**src/rtl/calc_nport_core.sv**
```systemverilog
// calc_nport_core: N-port tagged two-cycle request calculator sharing one round-robin ALU.
// Optional macro CALC_DROP_CNT_EN adds per-port saturating rejected-push counters on drop_cnt.

module calc_nport_core #(
  parameter int unsigned NUM_PORTS  = 4,
  parameter int unsigned DATA_W     = 32,
  parameter int unsigned TAG_W      = 2,
  parameter int unsigned FIFO_DEPTH = 4
) (
  input  logic                        c_clk,
  input  logic                        reset,
  input  logic [NUM_PORTS*4-1:0]      req_cmd_in,
  input  logic [NUM_PORTS*DATA_W-1:0] req_data_in,
  input  logic [NUM_PORTS*TAG_W-1:0]  req_tag_in,
  output logic [NUM_PORTS*2-1:0]      out_resp,
  output logic [NUM_PORTS*DATA_W-1:0] out_data,
  output logic [NUM_PORTS*TAG_W-1:0]  out_tag,
  output logic [NUM_PORTS-1:0]        out_busy
`ifdef CALC_DROP_CNT_EN
  ,
  output logic [NUM_PORTS*8-1:0]      drop_cnt
`endif
);

  localparam int unsigned PW = $clog2(NUM_PORTS);
  localparam int unsigned AW = $clog2(FIFO_DEPTH);
  localparam int unsigned CW = AW + 1;
  localparam int unsigned SW = $clog2(DATA_W);

  localparam logic [3:0] CMD_ADD = 4'd1;
  localparam logic [3:0] CMD_SUB = 4'd2;
  localparam logic [3:0] CMD_SHL = 4'd5;
  localparam logic [3:0] CMD_SHR = 4'd6;

  localparam logic [1:0] RESP_OK  = 2'b01;
  localparam logic [1:0] RESP_ERR = 2'b10;

  typedef struct packed {
    logic [3:0]        cmd;
    logic [DATA_W-1:0] op1;
    logic [DATA_W-1:0] op2;
    logic [TAG_W-1:0]  tag;
  } entry_t;

  typedef enum logic {ST_IDLE = 1'b0, ST_OP2 = 1'b1} cap_state_t;

  entry_t                 head [NUM_PORTS];
  logic [NUM_PORTS-1:0]   nonempty;
  logic [NUM_PORTS-1:0]   busy_d;
  logic [NUM_PORTS-1:0]   pop;
  logic [PW-1:0]          rr_q;
  logic [PW-1:0]          cand;
  logic [PW-1:0]          gnt_idx;
  logic                   gnt_vld;

  // Round-robin grant: first nonempty FIFO at or after the search start rr_q
  always_comb begin
    gnt_vld = 1'b0;
    gnt_idx = '0;
    cand    = '0;
    pop     = '0;
    for (int i = 0; i < NUM_PORTS; i++) begin
      cand = PW'((int'(rr_q) + i) % NUM_PORTS);
      if (!gnt_vld && nonempty[cand]) begin
        gnt_vld = 1'b1;
        gnt_idx = cand;
      end
    end
    if (gnt_vld) pop[gnt_idx] = 1'b1;
  end

  always_ff @(posedge c_clk) begin
    if (!reset) begin
      rr_q <= '0;
    end else if (gnt_vld) begin
      rr_q <= (gnt_idx == PW'(NUM_PORTS - 1)) ? '0 : gnt_idx + PW'(1);
    end
  end

  // Shared ALU on the head entry of the granted port
  entry_t            g_ent;
  logic [DATA_W:0]   sum;
  logic [1:0]        alu_resp;
  logic [DATA_W-1:0] alu_data;

  always_comb begin
    g_ent    = head[gnt_idx];
    sum      = {1'b0, g_ent.op1} + {1'b0, g_ent.op2};
    alu_resp = RESP_ERR;
    alu_data = '0;
    case (g_ent.cmd)
      CMD_ADD: begin
        if (!sum[DATA_W]) begin
          alu_resp = RESP_OK;
          alu_data = sum[DATA_W-1:0];
        end
      end
      CMD_SUB: begin
        if (g_ent.op2 <= g_ent.op1) begin
          alu_resp = RESP_OK;
          alu_data = g_ent.op1 - g_ent.op2;
        end
      end
      CMD_SHL: begin
        alu_resp = RESP_OK;
        alu_data = g_ent.op1 << g_ent.op2[SW-1:0];
      end
      CMD_SHR: begin
        alu_resp = RESP_OK;
        alu_data = g_ent.op1 >> g_ent.op2[SW-1:0];
      end
      default: begin
        alu_resp = RESP_ERR;
        alu_data = '0;
      end
    endcase
  end

  for (genvar p = 0; p < NUM_PORTS; p++) begin : g_port
    logic [3:0]        cmd_in;
    logic [DATA_W-1:0] data_in;
    logic [TAG_W-1:0]  tag_in;
    cap_state_t        st_q, st_d;
    logic              push;
    logic              accept;
    logic [3:0]        cap_cmd;
    logic [DATA_W-1:0] cap_op1;
    logic [TAG_W-1:0]  cap_tag;
    entry_t            mem [FIFO_DEPTH];
    logic [AW-1:0]     wr_q, rd_q;
    logic [CW-1:0]     cnt_q, cnt_d;

    assign cmd_in  = req_cmd_in[p*4 +: 4];
    assign data_in = req_data_in[p*DATA_W +: DATA_W];
    assign tag_in  = req_tag_in[p*TAG_W +: TAG_W];

    // Capture FSM: command cycle, then operand-2 cycle which pushes the request
    always_comb begin
      st_d = st_q;
      push = 1'b0;
      case (st_q)
        ST_IDLE: if (cmd_in != 4'd0) st_d = ST_OP2;
        ST_OP2: begin
          push = 1'b1;
          st_d = ST_IDLE;
        end
        default: st_d = ST_IDLE;
      endcase
    end

    always_ff @(posedge c_clk) begin
      if (!reset) st_q <= ST_IDLE;
      else        st_q <= st_d;
    end

    always_ff @(posedge c_clk) begin
      if (!reset) begin
        cap_cmd <= '0;
        cap_op1 <= '0;
        cap_tag <= '0;
      end else if (st_q == ST_IDLE && cmd_in != 4'd0) begin
        cap_cmd <= cmd_in;
        cap_op1 <= data_in;
        cap_tag <= tag_in;
      end
    end

    // A full FIFO still accepts when its head leaves on the same edge
    assign accept = push && ((cnt_q != CW'(FIFO_DEPTH)) || pop[p]);
    assign cnt_d  = cnt_q + CW'(accept) - CW'(pop[p]);

    always_ff @(posedge c_clk) begin
      if (reset && accept) begin
        mem[wr_q] <= '{cmd: cap_cmd, op1: cap_op1, op2: data_in, tag: cap_tag};
      end
    end

    always_ff @(posedge c_clk) begin
      if (!reset) begin
        wr_q  <= '0;
        rd_q  <= '0;
        cnt_q <= '0;
      end else begin
        if (accept) wr_q <= wr_q + AW'(1);
        if (pop[p]) rd_q <= rd_q + AW'(1);
        cnt_q <= cnt_d;
      end
    end

    assign head[p]     = mem[rd_q];
    assign nonempty[p] = (cnt_q != '0);
    assign busy_d[p]   = (cnt_d == CW'(FIFO_DEPTH));

`ifdef CALC_DROP_CNT_EN
    logic [7:0] drop_q;

    always_ff @(posedge c_clk) begin
      if (!reset) begin
        drop_q <= '0;
      end else if (push && !accept && drop_q != 8'hFF) begin
        drop_q <= drop_q + 8'd1;
      end
    end

    assign drop_cnt[p*8 +: 8] = drop_q;
`endif
  end

  // Response registers: only the granted port carries a response for one cycle
  always_ff @(posedge c_clk) begin
    if (!reset) begin
      out_resp <= '0;
      out_data <= '0;
      out_tag  <= '0;
      out_busy <= '0;
    end else begin
      out_busy <= busy_d;
      for (int p = 0; p < NUM_PORTS; p++) begin
        out_resp[p*2 +: 2]           <= pop[p] ? alu_resp  : 2'b00;
        out_data[p*DATA_W +: DATA_W] <= pop[p] ? alu_data  : '0;
        out_tag[p*TAG_W +: TAG_W]    <= pop[p] ? g_ent.tag : '0;
      end
    end
  end

endmodule

```
**config.mk**
```make
export PLATFORM = sky130hd
export DESIGN_NAME = calc_nport_core
export DESIGN_NICKNAME = d
export VERILOG_FILES = /design/src/rtl/calc_nport_core.sv
export SDC_FILE = /design/constraint.sdc
export NUM_CORES = 2
export LEC_CHECK = 0
export BUFFER_PORTS_ARGS = -buffer_cell sky130_fd_sc_hd__clkbuf_2
export CAP_MARGIN = 20
export CORE_MARGIN = 3
export CORE_UTILIZATION = 40
export CTS_CLUSTER_DIAMETER = 50
export DETAILED_ROUTE_END_ITERATION = 8
export MAX_ROUTING_LAYER = met4
export PLACE_DENSITY = 0.57
export SLEW_MARGIN = 5
export SYNTH_ARGS = -nofsm -noshare
export SYNTH_HDL_FRONTEND = slang
export SYNTH_SLANG_ARGS = --single-unit
```
**constraint.sdc**
```tcl
create_clock -name c_clk -period 9.2 [get_ports c_clk]
set_input_delay 1.38 -clock c_clk [delete_from_list [all_inputs] [get_ports c_clk]]
set_output_delay 1.38 -clock c_clk [all_outputs]
set_load 0.02 [all_outputs]
```
Yosys cells after proc, flatten, opt, wreduce, memory -nomap -nowiden
Memory sizes are Yosys's and may differ from the RTL's. A register that Yosys moved wholly into a read port is not among the register bits.
Index checks and enable logic that the tools add are counted.
{"block": "totals", "regBits": 334, "mem_bits_rw": 1120, "in_bits": 154, "output_inout_bits": 148, "elab_cells": 189, "n_memories": 4}
{"memory": "g_port[0].mem", "words": 4, "width": 70, "rd": 1, "rd_ports_with_merged_regs": 1, "wr": 1, "line": "129", "rtl": "entry_t mem [FIFO_DEPTH];"}
{"memory": "g_port[1].mem", "words": 4, "width": 70, "rd": 1, "rd_ports_with_merged_regs": 1, "wr": 1, "line": "129"}
{"memory": "g_port[2].mem", "words": 4, "width": 70, "rd": 1, "rd_ports_with_merged_regs": 1, "wr": 1, "line": "129"}
{"memory": "g_port[3].mem", "words": 4, "width": 70, "rd": 1, "rd_ports_with_merged_regs": 1, "wr": 1, "line": "129"}
{"block": "classes", "n_addsub": 22, "order_cmp": 8, "eq_ne": 13, "shift": 2, "mux": 57, "n_bitwise": 5, "reduce_logical": 36}
{"operator": "$bmux 70 s2", "count": 1}
{"operator": "$mux 70", "count": 2}
{"operator": "$pmux 32 s4", "count": 1}
{"operator": "$mux 32", "count": 2}
{"operator": "$add 32x32->33", "count": 1}
{"operator": "$le 32x32->1", "count": 1}
{"operator": "$shl 32x5->32", "count": 1}
{"operator": "$shr 32x5->32", "count": 1}
{"operator": "$sub 32x32->32", "count": 1}
{"operator": "$mux 2", "count": 15}
{"operator": "$mux 1", "count": 25}
{"operator": "$add 2x1->2 const B", "count": 10}
{"operator": "$logic_and 1x1->1", "count": 16}
{"operator": "$reduce_bool 4->1", "count": 4}
{"operator": "$lt 2x3->1 const B", "count": 5}
{"operator": "$add 3x1->3", "count": 4}
{"operator": "$eq 3x3->1 const B", "count": 4}
{"operator": "$ne 3x3->1 const B", "count": 4}
{"operator": "$reduce_bool 3->1", "count": 4}
{"operator": "$sub 3x1->3", "count": 4}
{"operator": "$bmux 1 s2", "count": 4}
{"operator": "$eq 4x3->1 const B", "count": 2}
{"operator": "$pmux 1 s2", "count": 4}
{"operator": "$reduce_and 2->1", "count": 4}
{"operator": "other kinds (14)", "count": 23}

Longest topological paths before layout
{"block": "logic_depth", "depth_word": 23, "mapped_depth": 25, "depth_no_buf": 20}

Least setup slack after synthesis
OpenSTA, ideal clock, no wires.
{"block": "synth_path", "kind": "register -> register", "start": "register (tool-made name)", "end": "register out_data[124]", "setup_ns": 0.133, "arrival_time_ns": 5.836, "required_ns": 9.067, "slack_ns": 3.232, "path_stages_with_launch": 24, "n_path_buf": 9, "synth_period_minus_slack_ns": 5.968, "cell_sequence": "dfxtp_1 -> buf_2 -> buf_2 -> buf_4 -> buf_4 -> buf_1 -> buf_2 -> mux4_2 -> mux2i_1 -> mux2i_1 -> ha_1 -> clkbuf_1 -> inv_1 -> a211oi_1 -> a221oi_1 -> o31ai_1 -> a221oi_1 -> o31ai_2 -> or2_1 -> buf_6 -> clkbuf_1 -> o221ai_1 -> a211oi_1 -> a21oi_1"}
{"item": "to (signal, indexed assignment)", "line": "220", "rtl": "out_data[p*DATA_W +: DATA_W] <= pop[p] ? alu_data : '0;"}
{"item": "to (decl)", "line": "16", "rtl": "output logic [NUM_PORTS*DATA_W-1:0] out_data,"}

Worst setup path in the final report
{"block": "layout_path", "start": "register rr_q[1]", "end": "register out_data[5]"}
{"block": "layout_via", "elab_chain_len": 19, "word_cells_on_any_way": 48, "cone_classes": "5 x add/sub; 3 x order compare; 4 x eq/ne; 2 x shift; 25 x mux; 1 x bitwise; 8 x reduce/logical"}
{"item": "from (decl)", "line": "51", "rtl": "logic [PW-1:0] rr_q;"}
{"item": "from (signal assigned)", "line": "76", "rtl": "rr_q <= (gnt_idx == PW'(NUM_PORTS - 1)) ? '0 : gnt_idx + PW'(1);"}
{"item": "branches (longest 19 deep; another with $add 2x1->2)"}
Several ways; the timed one is not identified. The select of a mux whose other input is x is not followed.
A chain may end at the register's enable or synchronous reset.

==> key figures <==
CTS
  – Clock transition at path regs: 60 ps
  – CTS tree: yes
  – Clock Tree Root: clkbuf_16
  – Setup bufs post-CTS: 0
  – Cts repair resizes: 0
  – Clock latency on the worst-skew pair: 830 ps
  – Htree depth: 4
  – Num CTS Buffers: 159
  – Hold buffer count at CTS: 0
  – Clk buf depth: 3
  – Clk sinks: 1,462

Logic synthesis
  – Post-synth cell types: 111
  – Post-synthesis net count: 4,357
  – Top FF cell, synth: edfxtp_1
  – Post-synth EDFFs: 1,120
  – Ys Warns: 0
  – Register area share after synthesis: 65.2%
  – Cells after Synth: 4,104
  – Register bit count reported by yosys: 1,462
  – Cell area after synthesis: 62,100 sq um
  – Ys async rst share: 0%
  – Avg Inst Size Synth: 15.1 sq um

Detailed routing
  – Post-route DRC: 0
  – Drt via density: 5.77
  – Vias: 38,000
  – Wire per inst: 30.9 microns
  – Detailed Route Iter0 Violations: 4,256
  – Routed WL: 204,000 microns
  – TritonRoute pass-1 iters: 5
  – Final ANT Viol Nets: 0

Worst setup path
  – Critical Path Fanout Max: 53
  – Worst path required time: 9840 ps
  – Worst reg-to-reg setup slack: 1030 ps
  – Crit end category: flip-flop
  – Worst reg2reg path depth: 18
  – Worst Path Arrival: 8810 ps
  – Reg-to-Reg Start: rr_q[1]$_SDFFE_PN0N_
  – R2r endpoint: out_data[5]$_SDFF_PN0_
  – Startpoint type of the worst setup path: flip-flop
  – Setup CP Type: flip-flop to flip-flop

Placement
  – Final HPWL DP: 147,000 microns
  – Gpl congestion: 1.02
  – Cells after DPL: 6,277
  – Port-buffer cells: 301
  – DP Area: 65,700 sq um

Floorplan
  – Area of the core: 153,000 sq um
  – Die span in x: 400 microns
  – Die Footprint: 160,000 sq um
  – Initial Utilization: 40.6%
  – Rows: 143
  – Chip height: 400 microns
  – Ports: 302

Cells and area
  – Commonest non-fill, non-tap cell in the layout: edfxtp_1
  – Layout cells sized above 1: 23.9%
  – Fin area: 71,500 sq um
  – Filler cells: 13,300
  – Most frequent cells in the layout: edfxtp_1 (1,120), nand2_1 (403), a21oi_1 (351), dfxtp_1 (334), clkbuf_2 (301)
  – Non-filler instance count after layout: 6,593
  – Nets@finish: 4,663
  – P&R area growth vs syn: 15.1%

Global routing
  – Initial antenna violation count: 17
  – Tot GR Track Use: 26.0%
  – Largest net degree at the start of global routing: 93
  – GRT overflow: 0
  – Global-route wire length before repair: 285,000 microns
  – Vias in the first global route: 36,900

Run status
  – Status: finished clean

STA
  – Final Hold Vio Count: 0
  – Worst Tran Pin Value: 1390 ps
  – Relative slew slack: 6.45%
  – Min Tclk post-route: 8170 ps
  – Min Hold Slack: 479 ps
  – Worst Skew: 92.5 ps
  – Final worst path period share: 88.8%
  – Max-slew violation count: 0
  – Max frequency: 122 MHz
  – Setup TNS: 0 ps
  – Unrepaired setup endpoints after global routing: false
  – Setup violators final: 0

Run
  – Max cap viols: 0

Min path
  – Hold Path Class: flip-flop to flip-flop
  – Hold Path Sink: g_port[3].mem[2][35]$_DFFE_PP_
  – Min-delay src: g_port[3].cap_op1[1]$_SDFFE_PN0P_
  – Hold Path Depth: 0
==> sequential cells by signal, summed over array words and instances, names as in the netlist, named ones only <==
| register | count |
|---|---|
| out_tag | 8 |
| g_port.st_q | 4 |
| out_data | 128 |
| g_port.cap_tag | 8 |
| g_port.wr_q | 8 |
| rr_q | 2 |
| g_port.rd_q | 8 |
| g_port.cnt_q | 12 |
| g_port.cap_cmd | 16 |
| g_port.cap_op1 | 128 |
| g_port.mem | 1120 |
| out_busy | 4 |
| out_resp | 8 |
==> cell type report <==
cell class              count  area, sq um  share of cell area, %
inverters                 133          517                  0.723
multi-input cells        2269        19900                   27.9
clock buffers             217         4490                   6.28
repair buffers            385         2210                   3.09
well taps                2030         2540                   3.55
clock inverters            82         1240                   1.73
flip-flops and latches   1462        40500                   56.7
diodes                     15         37.5                 0.0525
==> synth_stat cells (all sizes together), types with 33 or more instances <==
cell type / count / area, sq um
mux4: 280 / 6310
dfxtp: 342 / 6850
nand2: 404 / 1520
o31ai: 33 / 272
ha: 93 / 1160
inv: 132 / 503
nor2: 163 / 617
buf: 123 / 840
nand3: 40 / 215
edfxtp: 1120 / 33600
mux2i: 275 / 2800
clkbuf: 117 / 439
a21oi: 353 / 1770
nor3: 70 / 382
o22ai: 45 / 295
a211oi: 36 / 330
==> worst max-delay path, stage by stage (launching register included) <==
cell	delay (ps)
dfxtp_1	360
or4_4	580
o22ai_4	540
nor3_4	80
inv_4	730
mux2i_1	600
mux2_2	400
inv_1	120
ha_1	490
nor2b_1	110
o31ai_1	470
a21oi_1	200
o31ai_1	420
a221oi_1	160
o31ai_2	590
or2_1	910
o22ai_1	180
a2111oi_2	800
a21oi_1	160
==> metal layers <==
layer	share of wire, %	track usage [%]	vias up
li1	-	-	16500
met1	42	34.9	19500
met2	46	39.0	1632
met3	6.9	4.57	329
met4	5.1	11.7	0
met5	0	-	-
==> worst max-delay path by stage <==
stage / start / endpoint / slack [ps] / cells after the start
floorplan: flip-flop / out_data[124]$_SDFF_PN0_ / 3230 / 23
global placement: rr_q[1]$_SDFFE_PN0N_ / out_data[26]$_SDFF_PN0_ / 1370 / 19
detailed placement: rr_q[1]$_SDFFE_PN0N_ / out_data[5]$_SDFF_PN0_ / 1300 / 18
CTS: rr_q[1]$_SDFFE_PN0N_ / out_data[21]$_SDFF_PN0_ / 1230 / 18
global route: rr_q[1]$_SDFFE_PN0N_ / out_data[21]$_SDFF_PN0_ / 730 / 19
finish: rr_q[1]$_SDFFE_PN0N_ / out_data[5]$_SDFF_PN0_ / 1030 / 18
==> cell families (layout without fill, tap and decap cells) <==
| kind of cell | count (synthesis) | count (layout) | synth area share (%) |
|---|---|---|---|
| adder cells (fa/ha/maj) | 99 | 99 | 2.07 |
| other | 0 | 15 | 0 |
| multiplexers | 584 | 584 | 15.2 |
| buffers and inverters | 373 | 817 | 2.88 |
| flip-flops | 1462 | 1462 | 65.2 |
| AND/OR/NAND/NOR | 839 | 839 | 6.22 |
| XOR/XNOR | 32 | 32 | 0.452 |
| AO/OA/AOI/OAI | 715 | 715 | 7.96 |
==> through the flow <==
step	worst slack, ps	util (%)
global placement	1370	42.9
global route	726	46.7
finish	1030	46.7
floorplan	3230	-
CTS	1230	46.7
detailed placement	1300	42.9
Power is not shown: default switching activity piles up to over one toggle a cycle in this logic, so the estimate is an artifact.
